**config.mk**
```make
export PLATFORM = sky130hd
export DESIGN_NAME = uart_rx_fifo
export DESIGN_NICKNAME = d
export VERILOG_FILES = /design/src/rtl/uart_rx_fifo.sv
export SDC_FILE = /design/constraint.sdc
export NUM_CORES = 1
export LEC_CHECK = 0
export ABC_CLOCK_PERIOD_IN_PS = 7500
export BUFFER_PORTS_ARGS = -buffer_cell sky130_fd_sc_hd__buf_2
export CORE_MARGIN = 5
export CORE_UTILIZATION = 49
export DETAILED_ROUTE_END_ITERATION = 8
export PLACE_DENSITY = 0.74
export RECOVER_POWER = 25
export SLEW_MARGIN = 20
export SYNTH_ARGS = -nofsm -noshare
export SYNTH_HDL_FRONTEND = slang
export SYNTH_SLANG_ARGS = --single-unit
```
**constraint.sdc**
```tcl
create_clock -name clk -period 7.5 [get_ports clk]
set_input_delay 1.5 -clock clk [delete_from_list [all_inputs] [get_ports clk]]
set_output_delay 1.5 -clock clk [all_outputs]
set_load 0.02 [all_outputs]
```
**src/rtl/uart_rx_fifo.sv**
```systemverilog
// ---------------------------------------------------------------------------------------------
// uart_rx_fifo
//
// Receive-side buffer for a UART. The byte-complete indication from the receiver is treated as a
// level, so its rising edge is turned into a single write request. Bytes are held in a
// 2^ADDR_WIDTH deep circular buffer. They are handed to the consumer one at a time, through a
// registered output that has one cycle of latency. A byte that arrives while the buffer is full,
// with no read freeing a slot in the same cycle, is dropped and recorded in a sticky overflow flag.
//
// Parameters
//   DATA_BIT_NUM  width of one stored byte
//   ADDR_WIDTH    log2 of the FIFO depth
//
// Ports
//   clk           clock; every flop is on its rising edge
//   reset         asynchronous, active-high reset
//   rx_data       received byte, stable while rx_done is high
//   rx_done       byte-complete level from the UART receiver
//   rd_en         consumer read request, ignored while empty
//   clr_overflow  clears the sticky overflow flag
//   dout          registered read data, holds between reads
//   dout_valid    one-cycle pulse marking new data on dout
//   empty         FIFO holds no entries
//   full          FIFO holds 2^ADDR_WIDTH entries
//   count         current occupancy, 0 .. 2^ADDR_WIDTH
//   overflow      sticky: at least one byte was dropped
// ---------------------------------------------------------------------------------------------
module uart_rx_fifo #(
    parameter int unsigned DATA_BIT_NUM = 8,
    parameter int unsigned ADDR_WIDTH   = 4
) (
    input  logic                    clk,
    input  logic                    reset,
    input  logic [DATA_BIT_NUM-1:0] rx_data,
    input  logic                    rx_done,
    input  logic                    rd_en,
    input  logic                    clr_overflow,
    output logic [DATA_BIT_NUM-1:0] dout,
    output logic                    dout_valid,
    output logic                    empty,
    output logic                    full,
    output logic [ADDR_WIDTH:0]     count,
    output logic                    overflow
);

    localparam int unsigned Depth = 1 << ADDR_WIDTH;

    // Occupancy value that means "every slot used".
    localparam logic [ADDR_WIDTH:0] FullCount = {1'b1, {ADDR_WIDTH{1'b0}}};

    // -----------------------------------------------------------------------------------------
    // State
    // -----------------------------------------------------------------------------------------
    logic [DATA_BIT_NUM-1:0] mem_q [Depth];

    logic                    rx_done_q;
    logic [ADDR_WIDTH-1:0]   wr_ptr_q,     wr_ptr_d;
    logic [ADDR_WIDTH-1:0]   rd_ptr_q,     rd_ptr_d;
    logic [ADDR_WIDTH:0]     count_q,      count_d;
    logic                    overflow_q,   overflow_d;
    logic [DATA_BIT_NUM-1:0] dout_q,       dout_d;
    logic                    dout_valid_q, dout_valid_d;

    // -----------------------------------------------------------------------------------------
    // Request decode
    // -----------------------------------------------------------------------------------------
    logic empty_s;
    logic full_s;
    logic wr_req;
    logic rd_accept;
    logic wr_accept;
    logic wr_drop;

    // Flags come straight from the registered count, so they have no input-to-output path.
    assign empty_s = (count_q == '0);
    assign full_s  = (count_q == FullCount);

    // One write per rising edge of the level-type done signal. rx_done_q resets low, so a done
    // level already high when reset releases still produces one write.
    assign wr_req = rx_done & ~rx_done_q;

    assign rd_accept = rd_en & ~empty_s;

    // When full, a same-cycle read frees the slot the write lands in.
    assign wr_accept = wr_req & (~full_s | rd_accept);
    assign wr_drop   = wr_req & full_s & ~rd_accept;

    // -----------------------------------------------------------------------------------------
    // Next-state logic
    // -----------------------------------------------------------------------------------------
    always_comb begin
        wr_ptr_d     = wr_ptr_q;
        rd_ptr_d     = rd_ptr_q;
        count_d      = count_q;
        overflow_d   = overflow_q;
        dout_d       = dout_q;
        dout_valid_d = 1'b0;

        // Pointers are exactly ADDR_WIDTH bits wide, so the increment wraps naturally.
        if (wr_accept) begin
            wr_ptr_d = wr_ptr_q + 1'b1;
        end

        if (rd_accept) begin
            rd_ptr_d     = rd_ptr_q + 1'b1;
            dout_d       = mem_q[rd_ptr_q];
            dout_valid_d = 1'b1;
        end

        unique case ({wr_accept, rd_accept})
            2'b10:   count_d = count_q + 1'b1;
            2'b01:   count_d = count_q - 1'b1;
            default: count_d = count_q;
        endcase

        // A drop in the same cycle as a clear leaves the flag set.
        if (wr_drop) begin
            overflow_d = 1'b1;
        end else if (clr_overflow) begin
            overflow_d = 1'b0;
        end
    end

    // -----------------------------------------------------------------------------------------
    // Registers
    // -----------------------------------------------------------------------------------------
    always_ff @(posedge clk or posedge reset) begin
        if (reset) begin
            rx_done_q    <= 1'b0;
            wr_ptr_q     <= '0;
            rd_ptr_q     <= '0;
            count_q      <= '0;
            overflow_q   <= 1'b0;
            dout_q       <= '0;
            dout_valid_q <= 1'b0;
        end else begin
            rx_done_q    <= rx_done;
            wr_ptr_q     <= wr_ptr_d;
            rd_ptr_q     <= rd_ptr_d;
            count_q      <= count_d;
            overflow_q   <= overflow_d;
            dout_q       <= dout_d;
            dout_valid_q <= dout_valid_d;
        end
    end

    // Storage is not reset; stale contents are unreachable because the pointers and count are.
    // On a full-plus-read cycle both pointers address the same slot. The read samples the old
    // byte before this write replaces it.
    always_ff @(posedge clk) begin
        if (wr_accept) begin
            mem_q[wr_ptr_q] <= rx_data;
        end
    end

    // -----------------------------------------------------------------------------------------
    // Outputs
    // -----------------------------------------------------------------------------------------
    assign dout       = dout_q;
    assign dout_valid = dout_valid_q;
    assign empty      = empty_s;
    assign full       = full_s;
    assign count      = count_q;
    assign overflow   = overflow_q;

endmodule

```
Word-level counts from Yosys, hierarchy flattened
Memories as Yosys holds them, arrays and structs flattened. A register that Yosys moved wholly into a read port is not among the register bits.
Index checks and enable logic that the tools add are counted.
{"block": "op_classes", "addsub": 4, "n_eq_ne": 3, "muxes": 6, "n_bitwise": 10, "n_reduce_logical": 3}
{"op": "5-bit one-hot mux with 2 select lines", "count": 1}
{"op": "4-bit by 1-bit adder with 4-bit output, second input constant", "count": 2}
{"op": "5-bit by 1-bit adder with 5-bit output, second input constant", "count": 1}
{"op": "1-bit bitwise AND", "count": 5}
{"op": "5-bit equality test, second input constant", "count": 1}
{"op": "5-bit logical NOT", "count": 1}
{"op": "1-bit 2-to-1 mux", "count": 5}
{"op": "5-bit by 1-bit subtractor with 5-bit output, second input constant", "count": 1}
{"op": "1-bit inverter", "count": 4}
{"op": "2-bit nonzero test", "count": 2}
{"op": "2-bit by 1-bit equality test with 1-bit output, second input constant", "count": 1}
{"op": "2-bit equality test, second input constant", "count": 1}
{"op": "1-bit OR", "count": 1}
{"block": "totals", "register_bits": 16, "ram_bits": 128, "output_inout_bits": 17, "wordCells": 33, "n_memories": 1}
{"name": "mem_q", "words": 16, "word_bits": 8, "read_ports": 1, "rd_ports_with_merged_regs": 1, "write_ports": 1, "line": "54", "rtl": "logic [DATA_BIT_NUM-1:0] mem_q [Depth];"}

Depth between registers and ports, before layout
Gate-level depths: netlist (run 1).
{"block": "logic_depth", "depth_word": 7, "depth_mapped": 10, "mapped_depth_nobuf": 10}

Worst setup path before layout (run 1)
Ideal clock, no wire load.
{"block": "synth_path", "kind": "input -> register", "startpoint": "in rx_done", "endpoint": "reg count_q[4] (netlist: count[4])", "setup_time_ns": 0.088, "arrival_time_ns": 3.142, "required_ns": 7.412, "slack_ns": 4.270, "stages": 9, "n_path_buf": 0, "path_cell_list": "and2b_2 > nor2_2 > inv_1 > fa_1 > nor2b_1 > o21ai_0 > a211o_1 > o31a_1 > o211ai_1"}
{"block": "synth_via", "elab_chain_len": 4, "elab_cells_between_ends": 6}
{"element": "start: declaration", "line": "35", "rtl": "input logic rx_done,"}
{"element": "1-bit bitwise AND (*)", "line": "80", "rtl": "assign wr_req = rx_done & ~rx_done_q;"}
{"element": "1-bit bitwise AND (*)", "line": "85", "rtl": "assign wr_accept = wr_req & (~full_s | rd_accept);"}
{"element": "2-bit by 1-bit equality test with 1-bit output or 2-bit equality test (tied branches)", "line": "110", "rtl": "unique case ({wr_accept, rd_accept})"}
{"element": "5-bit one-hot mux with 2 select lines or 2-bit nonzero test (tied branches)"}
{"element": "end signal: assignment", "line": "140", "rtl": "count_q <= count_d;"}
{"element": "end: declaration", "line": "59", "rtl": "logic [ADDR_WIDTH:0] count_q, count_d;"}
Every way passes the cells marked *; elsewhere a longest branch is shown, timed or not.
A chain may end at the register's enable or synchronous reset.

Final worst setup path (run 1)
{"block": "layout_path", "startpoint": "reg count_q[0] (netlist: count[0])", "endpoint": "out full"}
{"block": "layout_via", "elab_chain_len": 1}
{"element": "5-bit equality test", "line": "76", "rtl": "assign full_s = (count_q == FullCount);"}
{"element": "end: declaration", "line": "41", "rtl": "output logic full,"}
Every way passes these cells.

==> flow_summary.json, run 1 <==
{
  "switching_power_uw": 777.9,
  "h-tree-depth": 4,
  "r2r-end": "count[4]",
  "coreArea_mm2": 0.01247,
  "synth_cells": 315,
  "cts_buffers": 17,
  "drt-total-wl_um": 10950,
  "vias": 2957,
  "synth-main-ff-cell": "edfxtp_1",
  "p_leak_nw": 2.461,
  "arrival_ns": 1.79,
  "rsz0062_at_grt": "false",
  "wl_met1_um": 4742,
  "crit_slowest_cell": "nor4_2",
  "p_total_mw": 2.692,
  "postCtsSetupRepairBufs": 0,
  "drcViolationCount": 0,
  "cp_top_family": "simple AND/OR/NAND/NOR gates",
  "cp_data_required_time_ns": 6.00,
  "synth_top_cell_area_share_pct": 62.58,
  "drtIter0Drc": 204,
  "pwr-share-clk_pct": 33.0,
  "r2r_start": "count[0]",
  "wl_per_cell_um": 20.31,
  "final_cell_mix": "128 x edfxtp_1, 32 x mux4_2, 24 x dfrtp_1, 21 x buf_2, 17 x clkbuf_16",
  "syn_nets": 337,
  "cts-root-buf": "clkbuf_16",
  "antenna_found_initial": 0,
  "dieArea_mm2": 0.01487,
  "critPathMaxStageDelay_ns": 0.49,
  "grt_max_degree": 35,
  "clock_sinks": 152,
  "peakVddDrop_mv": 0.1640,
  "crit_chain": "nor4_2 -> nand2_1 -> inv_1 -> buf_2",
  "ant_nets": 0,
  "clk_pin_slew_ns": 0.06,
  "pwr_density_cell_mw_per_mm2": 380.7,
  "viasPerCell": 5.486,
  "nFillCells": 918,
  "clock.fmax_mhz": 304.0,
  "fin_nets": 376,
  "met2_length_um": 5422,
  "place_congestion": 0.7924,
  "power_frac_comb_pct": 26.7,
  "ff2ff_setup_slack_ns": 4.61,
  "hold_buffers": 0,
  "multiInputGateArea_mm2": 0.001595,
  "worstSkewPairLatency_ns": 0.42,
  "worstPathMaxFanout": 6,
  "worstHoldPathCells": 2,
  "initial_core_util_pct": 49.27,
  "slew_violations": 0,
  "clock_skew_ns": 0.008763,
  "drt-pass1-iter-count": 4,
  "report.final.setup_viol": 0,
  "status": "finished, final reports clean",
  "die_h_um": 122.0,
  "p_sw_share_pct": 28.89,
  "final_common_cell": "edfxtp_1",
  "hp-start": "dout[6]",
  "hold_viol_final": 0,
  "async_reset_ff_share_pct": 15.79,
  "fin_crit_sh_pct": 43.85,
  "hp-class": "register to register",
  "regArea_mm2": 0.004444,
  "r2r_cells": 9,
  "p_int_mw": 1.915,
  "top_layer": "met4",
  "synth_top_area_cell": "edfxtp_1",
  "cts_buffer_depth": 2,
  "dr_wl_met3_um": 549,
  "yosys_warnings": 0,
  "path_class": "register to output port",
  "grt_overflow": 0,
  "grtUsageTotal_pct": 16.02,
  "holdPathEnd": "dout[6]",
  "cts.repair.resized": 0,
  "hold_slack_ns": 0.5158,
  "tightest_slew_ns": 0.9212,
  "timing.critical_path.buf_inv": 2,
  "rows": 41,
  "fin_crit_ns": 3.289,
  "drv_cap": 0,
  "worstSetupStartpointType": "register",
  "numPortBuffers": 29,
  "setup_tns_ns": 0,
  "synth_seq_cells": 152,
  "drive_gt1_share_pct": 26.43,
  "final_util_pct": 56.73,
  "power_frac_seq_pct": 40.4,
  "dpl.hpwl_um": 6945,
  "ioPinCount": 30,
  "grt_pass1_wl_um": 17330,
  "num_antenna_cells": 0,
  "grt_pass1_vias": 3085,
  "cts_tree": "yes",
  "maxSlewHeadroom_pct": 38.52,
  "end_kind": "output port",
  "synth.area.top_cells": "edfxtp_1 63%, mux4_2 12%, dfrtp_1 9.8%, mux2i_1 2.6%, and2_1 1.6%",
  "setup_ws_ns": 4.211,
  "ys_seq_area_share_pct": 72.36,
  "syn2layout_area_growth_pct": 15.14,
  "ys_types": 45,
  "synth-edff-count": 128,
  "syn_area_mm2": 0.006142,
  "pre_cts_slack_ns": 3.931,
  "die_w_um": 122.0,
  "syn_avg_cell_area_um2": 19.50
}
## registers in the layout, summed over array words and instances (netlist names)
register / count
count: 5
dout: 8
dout_valid: 1
mem_q: 128
overflow: 1
rd_ptr_q: 4
rx_done_q: 1
wr_ptr_q: 4
## stage by stage
| step | instance area (um^2) | std cells |
|---|---|---|
| floorplan | 6142 | 315 |
| global placement | 6460 | 507 |
| detailed placement | 6460 | 507 |
| CTS | 7082 | 539 |
| global route | 7072 | 539 |
| finish | 7072 | 539 |
## final cells by class
| type | instances | area share, % |
|---|---|---|
| Sequential cell | 152 | 62.84 |
| Clock buffer | 21 | 6.369 |
| Tap cell | 172 | 3.043 |
| Multi-Input combinational cell | 141 | 22.56 |
| Inverter | 10 | 0.5308 |
| Clock inverter | 11 | 2.424 |
| Timing Repair Buffer | 32 | 2.229 |
## synth_stat cells, types with 2 or more instances
cell type  count
edfxtp_1     128
mux4_2        32
dfrtp_1       24
and2_1        16
mux2i_1       16
nand2_1       16
inv_1         10
xnor2_1        9
ha_1           8
o221ai_1       7
buf_2          6
clkbuf_1       3
mux2_4         2
nand4_1        2
nor2_2         2
nor2b_1        2
nor3b_1        2
o211ai_1       2
o21ai_0        2
## layer usage
metal / GRT usage, % / vias up
met5: 0 / -
met4: 5.322 / 0
met3: 4.410 / 19
met1: 22.07 / 1517
li1: - / 1332
met2: 25.03 / 89
## kinds of logic (layout without fill, tap and decap cells)
| family | after synthesis | in the layout | share of synthesized area [%] |
|---|---|---|---|
| DFF | 152 | 152 | 72.36 |
| muxes | 50 | 50 | 14.83 |
| and+or+nand+nor | 50 | 50 | 4.624 |
| AOI/OAI and AO/OA | 23 | 23 | 3.280 |
| buffers and inverters | 22 | 74 | 1.670 |
| adders and majority gates | 9 | 9 | 1.956 |
| xor gates and xnor gates | 9 | 9 | 1.283 |
## power groups by stage
stage	clock network [mW]	logic [mW]	registers [mW]
floorplan	0	0.512	1.13
global placement	0	0.712	1.10
detailed placement	0	0.731	1.10
CTS	0.898	0.736	1.09
global route	0.931	0.784	1.10
finish	0.888	0.718	1.09
## worst max path at each step
stage | start | endpoint | cells past startpoint
CTS | count[0] | full | 4
floorplan | rx_done | count[4] | 9
finish | count[0] | full | 4
global route | count[0] | full | 4
detailed placement | rd_en | count[4] | 10
global placement | rd_en | count[4] | 10
## worst register-to-register path, cell delays in order, from the launching register on
cell      delay, ns
dfrtp_1        0.45
or4_4          0.58
o21ai_4        0.35
nor2_2         0.15
ha_1           0.34
nor2b_1        0.14
o21ai_0        0.24
nand2_1        0.15
o31a_1         0.25
o211ai_1       0.15
(Power assumes the default switching activity.)
==> run 2, diff against run 1 <==
--- a/config.mk
+++ b/config.mk
@@ -5,7 +5,8 @@
 export SDC_FILE = /design/constraint.sdc
 export NUM_CORES = 1
 export LEC_CHECK = 0
-export ABC_CLOCK_PERIOD_IN_PS = 7500
+export ABC_AREA = 1
+export ABC_CLOCK_PERIOD_IN_PS = 3050
 export BUFFER_PORTS_ARGS = -buffer_cell sky130_fd_sc_hd__buf_2
 export CORE_MARGIN = 5
 export CORE_UTILIZATION = 49
==> constraint.sdc (replaced) <==
create_clock -name clk -period 3.05 [get_ports clk]
set_input_delay 0.61 -clock clk [delete_from_list [all_inputs] [get_ports clk]]
set_output_delay 0.61 -clock clk [all_outputs]
set_load 0.02 [all_outputs]
==> flow_summary.json, run 2 <==
{
  "synth_top_area_cell": "edfxtp_1",
  "synth-main-ff-cell": "edfxtp_1",
  "tightest_slew_ns": 1.016,
  "ys_seq_area_share_pct": 66.59,
  "clock_skew_ns": 0.009819,
  "r2r_cells": 12,
  "syn_area_mm2": 0.006674,
  "setup_tns_ns": 0,
  "clock.fmax_mhz": 437.3,
  "wl_per_cell_um": 16.53,
  "drt-total-wl_um": 14450,
  "rows": 42,
  "grt_pass1_wl_um": 22950,
  "cts-root-buf": "clkbuf_16",
  "pwr_density_cell_mw_per_mm2": 915.0,
  "end_kind": "register",
  "worstSkewPairLatency_ns": 0.42,
  "critPathMaxStageDelay_ns": 0.42,
  "final_common_cell": "nand2_1",
  "dieArea_mm2": 0.01605,
  "r2r_start": "count[3]",
  "fin_crit_sh_pct": 74.98,
  "p_leak_nw": 3.287,
  "synth_top_cell_area_share_pct": 57.59,
  "slew_violations": 0,
  "h-tree-depth": 4,
  "synth.most_common_cell": "nand2_1",
  "ff2ff_setup_slack_ns": 0.76,
  "worstSetupStartpointType": "register",
  "regMostFlops": "mem_q",
  "status": "finished, final reports clean",
  "grt_pass1_vias": 4425,
  "numPortBuffers": 29,
  "final_cell_mix": "250 x nand2_1, 128 x edfxtp_1, 90 x nand3_1, 84 x inv_1, 23 x dfrtp_1",
  "grt_overflow": 0,
  "cts_tree": "yes",
  "r2r-end": "count[4]",
  "report.final.setup_viol": 0,
  "clock_sinks": 152,
  "p_total_mw": 6.842,
  "syn_avg_cell_area_um2": 10.14,
  "largest_register_ffs": 128,
  "drcViolationCount": 0,
  "fin_cells": 874,
  "synth-edff-count": 128,
  "final_area_mm2": 0.007477,
  "dpl.hpwl_um": 9394,
  "yosys-top-cells-count": "250 x nand2_1, 128 x edfxtp_1, 90 x nand3_1",
  "viasPerCell": 5.151,
  "drive_gt1_share_pct": 9.169,
  "die_h_um": 126.7,
  "fin_nets": 707,
  "crit_slowest_cell": "dfrtp_1",
  "syn_nets": 680,
  "cts.repair.resized": 0,
  "cts_buffers": 17,
  "synth.area.top_cells": "edfxtp_1 58%, nand2_1 14%, dfrtp_1 9.0%, nand3_1 6.7%, inv_1 4.8%",
  "fin_crit_ns": 2.287,
  "arrival_ns": 2.60,
  "coreArea_mm2": 0.01330,
  "multiInputGateArea_mm2": 0.001742,
  "postCtsSetupRepairBufs": 0,
  "ys_types": 24,
  "clk_pin_slew_ns": 0.06,
  "nFillCells": 1121,
  "antenna_found_initial": 0,
  "syn2layout_area_growth_pct": 12.04,
  "post-place-cells": 842,
  "place_area_mm2": 0.006932,
  "synth_cells": 658,
  "place_congestion": 0.8602,
  "hold_viol_final": 0,
  "cp_top_family": "simple AND/OR/NAND/NOR gates",
  "path_class": "register to register",
  "drv_cap": 0,
  "crit_cells": 12,
  "num_antenna_cells": 0,
  "drtIter0Drc": 391,
  "cts_buffer_depth": 2,
  "die_w_um": 126.7,
  "pre_cts_slack_ns": 0.5560,
  "hold_slack_ns": 0.2788,
  "hold_buffers": 0,
  "async_reset_ff_share_pct": 15.79,
  "ant_nets": 0,
  "rsz0062_at_grt": "false",
  "final_util_pct": 56.24,
  "maxSlewHeadroom_pct": 32.22,
  "synth_seq_cells": 152,
  "regArea_mm2": 0.004446,
  "worstPathMaxFanout": 7,
  "grt_max_degree": 67,
  "vias": 4502,
  "ioPinCount": 30,
  "grtUsageTotal_pct": 18.75,
  "crit_path_frequent_cell": "nand3_1",
  "yosys_warnings": 0,
  "drt-pass1-iter-count": 5,
  "setup_ws_ns": 0.7632,
  "hp-class": "primary input to async pin",
  "initial_core_util_pct": 50.20,
  "peakVddDrop_mv": 0.6114,
  "cp_data_required_time_ns": 3.37,
  "timing.critical_path.buf_inv": 2,
  "crit_chain": "nor2_1 -> nand3_1 -> nand3_1 -> inv_1 -> ha_1 -> nand3b_1 -> nand2_1 -> nand3_1 -> nand2_1 -> nand3_1 -> nand2_1 -> inv_1"
}
run 2: changes by cell type after synthesis, moves of 9 or more:
cell,before,now
inv_1,10,85
nand3_1,1,90
and2_1,16,0
nor2_1,1,18
mux4_2,32,0
buf_2,6,15
nand2_1,16,250
mux2i_1,16,0
run 2: worst max-delay path by stage:
stage	to	start	slack, ns
final	count[4]	count[3]	0.76
after global placement	count[4]	rx_done	0.67
after floorplan	count[4]	rx_done	0.89
after detailed placement	count[4]	rx_done	0.56
after CTS	count[4]	count[3]	0.81
after global routing	count[4]	count[0]	0.57
run 2: cell families after synthesis:
group	count (synthesis)	synth area share [%]
compound gates	7	0.5436
xor+xnor	8	1.050
fa+ha+maj	9	1.800
buf+inv	116	7.312
flops	152	66.59
simple gates	366	22.70
run 2: worst register-to-register path: stages (launching register included):
cell and delay [ns]:
dfrtp_1 0.42, nor2_1 0.23, nand3_1 0.16, nand3_1 0.31
inv_1 0.15, ha_1 0.38, nand3b_1 0.11, nand2_1 0.10
nand3_1 0.08, nand2_1 0.08, nand3_1 0.08, nand2_1 0.07
inv_1 0.04
run 2: power breakdown:
part,internal [mW],switching [mW]
Sequential,2.48,0.187
Combinational,0.666,1.57
Clock,1.12,0.811
run 2: per-layer routing:
metal	up-vias	GRT usage, %	share of wire [%]	routed length, um
met5	-	0	0	0
met4	0	6.814	2.3	332
met3	31	5.086	5.3	771
met2	138	31.44	51	7320
met1	2164	23.44	42	6022
li1	2169	-	-	-
run 2: final cells by class:
| cell class | instances | area share (%) |
|---|---|---|
| multi-input combinational | 390 | 23.29 |
| inverter | 89 | 4.468 |
| sequential | 152 | 59.45 |
| clock inverter | 14 | 1.673 |
| clock buffer | 18 | 5.740 |
| tap | 176 | 2.945 |
| timing repair buffer | 35 | 2.426 |
==> run 3, diff against run 2 <==
--- a/config.mk
+++ b/config.mk
@@ -5,13 +5,13 @@
 export SDC_FILE = /design/constraint.sdc
 export NUM_CORES = 1
 export LEC_CHECK = 0
-export ABC_AREA = 1
-export ABC_CLOCK_PERIOD_IN_PS = 3050
+export ABC_AREA = 0
+export ABC_CLOCK_PERIOD_IN_PS = 1850
 export BUFFER_PORTS_ARGS = -buffer_cell sky130_fd_sc_hd__buf_2
 export CORE_MARGIN = 5
 export CORE_UTILIZATION = 49
 export DETAILED_ROUTE_END_ITERATION = 8
-export PLACE_DENSITY = 0.74
+export PLACE_DENSITY = 0.77
 export RECOVER_POWER = 25
 export SLEW_MARGIN = 20
 export SYNTH_ARGS = -nofsm -noshare
==> constraint.sdc (replaced) <==
create_clock -name clk -period 1.85 [get_ports clk]
set_input_delay 0.37 -clock clk [delete_from_list [all_inputs] [get_ports clk]]
set_output_delay 0.37 -clock clk [all_outputs]
set_load 0.02 [all_outputs]
==> flow_summary.json, run 3 (same netlist as run 1, synthesis figures left out) <==
{
  "status": "finished with violations",
  "violations": "setup timing",
  "worstSkewPairLatency_ns": 0.42,
  "initial_core_util_pct": 49.27,
  "worstPathMaxFanout": 5,
  "worstSetupStartpointType": "register",
  "fin_crit_sh_pct": 128.9,
  "ff2ff_setup_slack_ns": -0.53,
  "h-tree-depth": 4,
  "setup_tns_ns": -18.53,
  "drcViolationCount": 0,
  "arrival_ns": 2.68,
  "r2r_cells": 9,
  "antenna_found_initial": 1,
  "regArea_mm2": 0.004447,
  "grt_max_degree": 30,
  "end_kind": "register",
  "die_w_um": 122.0,
  "cts-root-buf": "clkbuf_16",
  "r2r-end": "count[3]",
  "place_area_mm2": 0.006844,
  "hold_viol_final": 0,
  "nFillCells": 838,
  "grtUsageTotal_pct": 17.63,
  "hp-class": "primary input to register",
  "grt_pass1_vias": 3392,
  "holdPathEnd": "overflow",
  "drt-total-wl_um": 12040,
  "syn2layout_area_growth_pct": 25.20,
  "path_class": "register to register",
  "cts_buffers": 17,
  "setup_ws_ns": -0.5342,
  "pwr_density_cell_mw_per_mm2": 1488,
  "clock.fmax_mhz": 419.4,
  "final_cell_mix": "128 x edfxtp_1, 34 x buf_4, 32 x mux4_2, 23 x buf_2, 22 x dfrtp_1",
  "maxSlewHeadroom_pct": 60.89,
  "vias": 3181,
  "hp-start": "clr_overflow",
  "ioPinCount": 30,
  "slew_violations": 0,
  "die_h_um": 122.0,
  "rsz0062_at_grt": "true",
  "tightest_slew_ns": 0.5866,
  "fin_crit_ns": 2.384,
  "final_area_mm2": 0.007690,
  "report.final.setup_viol": 146,
  "dieArea_mm2": 0.01487,
  "cts_buffer_depth": 2,
  "drv_cap": 0,
  "drt-pass1-iter-count": 4,
  "grt_overflow": 0,
  "drive_gt1_share_pct": 43.24,
  "viasPerCell": 5.428,
  "grt_pass1_wl_um": 18620,
  "rows": 41,
  "r2r_start": "count[1]",
  "drtIter0Drc": 235,
  "ant_nets": 0,
  "place_congestion": 0.7427,
  "peakVddDrop_mv": 0.7859,
  "p_leak_nw": 2.748,
  "worstHoldPathCells": 2,
  "clock_sinks": 152,
  "largest_register_ffs": 128,
  "fin_nets": 423,
  "cp_data_required_time_ns": 2.15,
  "coreArea_mm2": 0.01247,
  "multiInputGateArea_mm2": 0.001784,
  "clk_pin_slew_ns": 0.06,
  "cts_tree": "yes",
  "num_antenna_cells": 0,
  "dpl.hpwl_um": 7861,
  "final_common_cell": "edfxtp_1",
  "regMostFlops": "mem_q",
  "clock_skew_ns": 0.006835,
  "numPortBuffers": 29,
  "wl_per_cell_um": 20.54
}
## run 3: cell types whose count changed in the layout (fill, tap and decap cells not counted), moves of 6 or more
cell / previous run / this run
and2_4: 0 / 16
buf_12: 0 / 7
buf_4: 6 / 34
buf_6: 0 / 9
inv_1: 84 / 8
mux2i_1: 0 / 16
mux4_2: 0 / 32
nand2_1: 250 / 14
nand3_1: 90 / 1
nor2_1: 18 / 1
o221ai_1: 0 / 6
xnor2_1: 1 / 9
xor2_1: 7 / 0
## run 3: how the worst max path moves through the flow
stage                     startpoint        to  slack [ns]  depth (start not counted)
final                       count[1]  count[3]       -0.53                          9
after global routing        count[1]  count[4]       -0.62                          9
after CTS                   count[1]  count[4]       -0.50                          9
after detailed placement    count[0]  count[4]       -0.51                          9
after global placement      count[0]  count[4]       -0.43                          9
after floorplan             count[0]  count[4]       -0.54                          9
## run 3: routing by layer
layer | routed length [um] | track usage (%) | vias to the layer above
met5 | 13 | 0 | -
met2 | 6215 | 29.14 | 103
met3 | 888 | 5.478 | 18
li1 | - | - | 1430
met4 | 194 | 6.723 | 2
met1 | 4725 | 21.93 | 1628
## run 3: through the flow
| stage | setup slack (ns) | total power [mW] | instances | hold slack, ns | utilization (%) |
|---|---|---|---|---|---|
| after CTS | -0.4960 | 11.33 | 582 | 0.1395 | 60.69 |
| after detailed placement | -0.5071 | 7.874 | 545 | 0.4121 | 54.90 |
| after global routing | -0.6170 | 11.99 | 586 | 0.1532 | 61.69 |
| after global placement | -0.4262 | 7.717 | 545 | 0.4046 | 54.90 |
| after floorplan | -0.5429 | 6.689 | 315 | 0.3845 | - |
| final | -0.5342 | 11.44 | 586 | 0.1508 | 61.69 |
## run 3: critical path, cell delays in order (launching register included)
cell and delay, ns:
dfrtp_2 0.39, or4_4 0.56, o21ai_4 0.20, nor2_4 0.08, buf_6 0.12, ha_4 0.20
a21o_4 0.22, a21oi_4 0.15, xnor2_1 0.09, mux2_4 0.26
## run 3: area by class of cell
class	instances	share of cell area [%]
clock buffer	18	5.581
clock inverter	14	1.725
inverter	10	0.5369
multi-input combinational	141	23.20
sequential	152	57.83
tap	172	2.799
timing repair buffer	79	8.331
## run 3: repair_timing
action,in CTS,in global routing
buffers inserted,5,6
endpoints found under the hold margin,11,0
hold buffers,1,0
pin swaps,12,12
gates resized for setup,38,25
endpoints found under the setup margin,145,147
## run 3: where the power goes
| group | internal, mW | switching [mW] |
|---|---|---|
| sequential | 4.11 | 0.275 |
| combinational | 1.93 | 1.88 |
| clock | 1.96 | 1.27 |
| total | 8.01 | 3.43 |
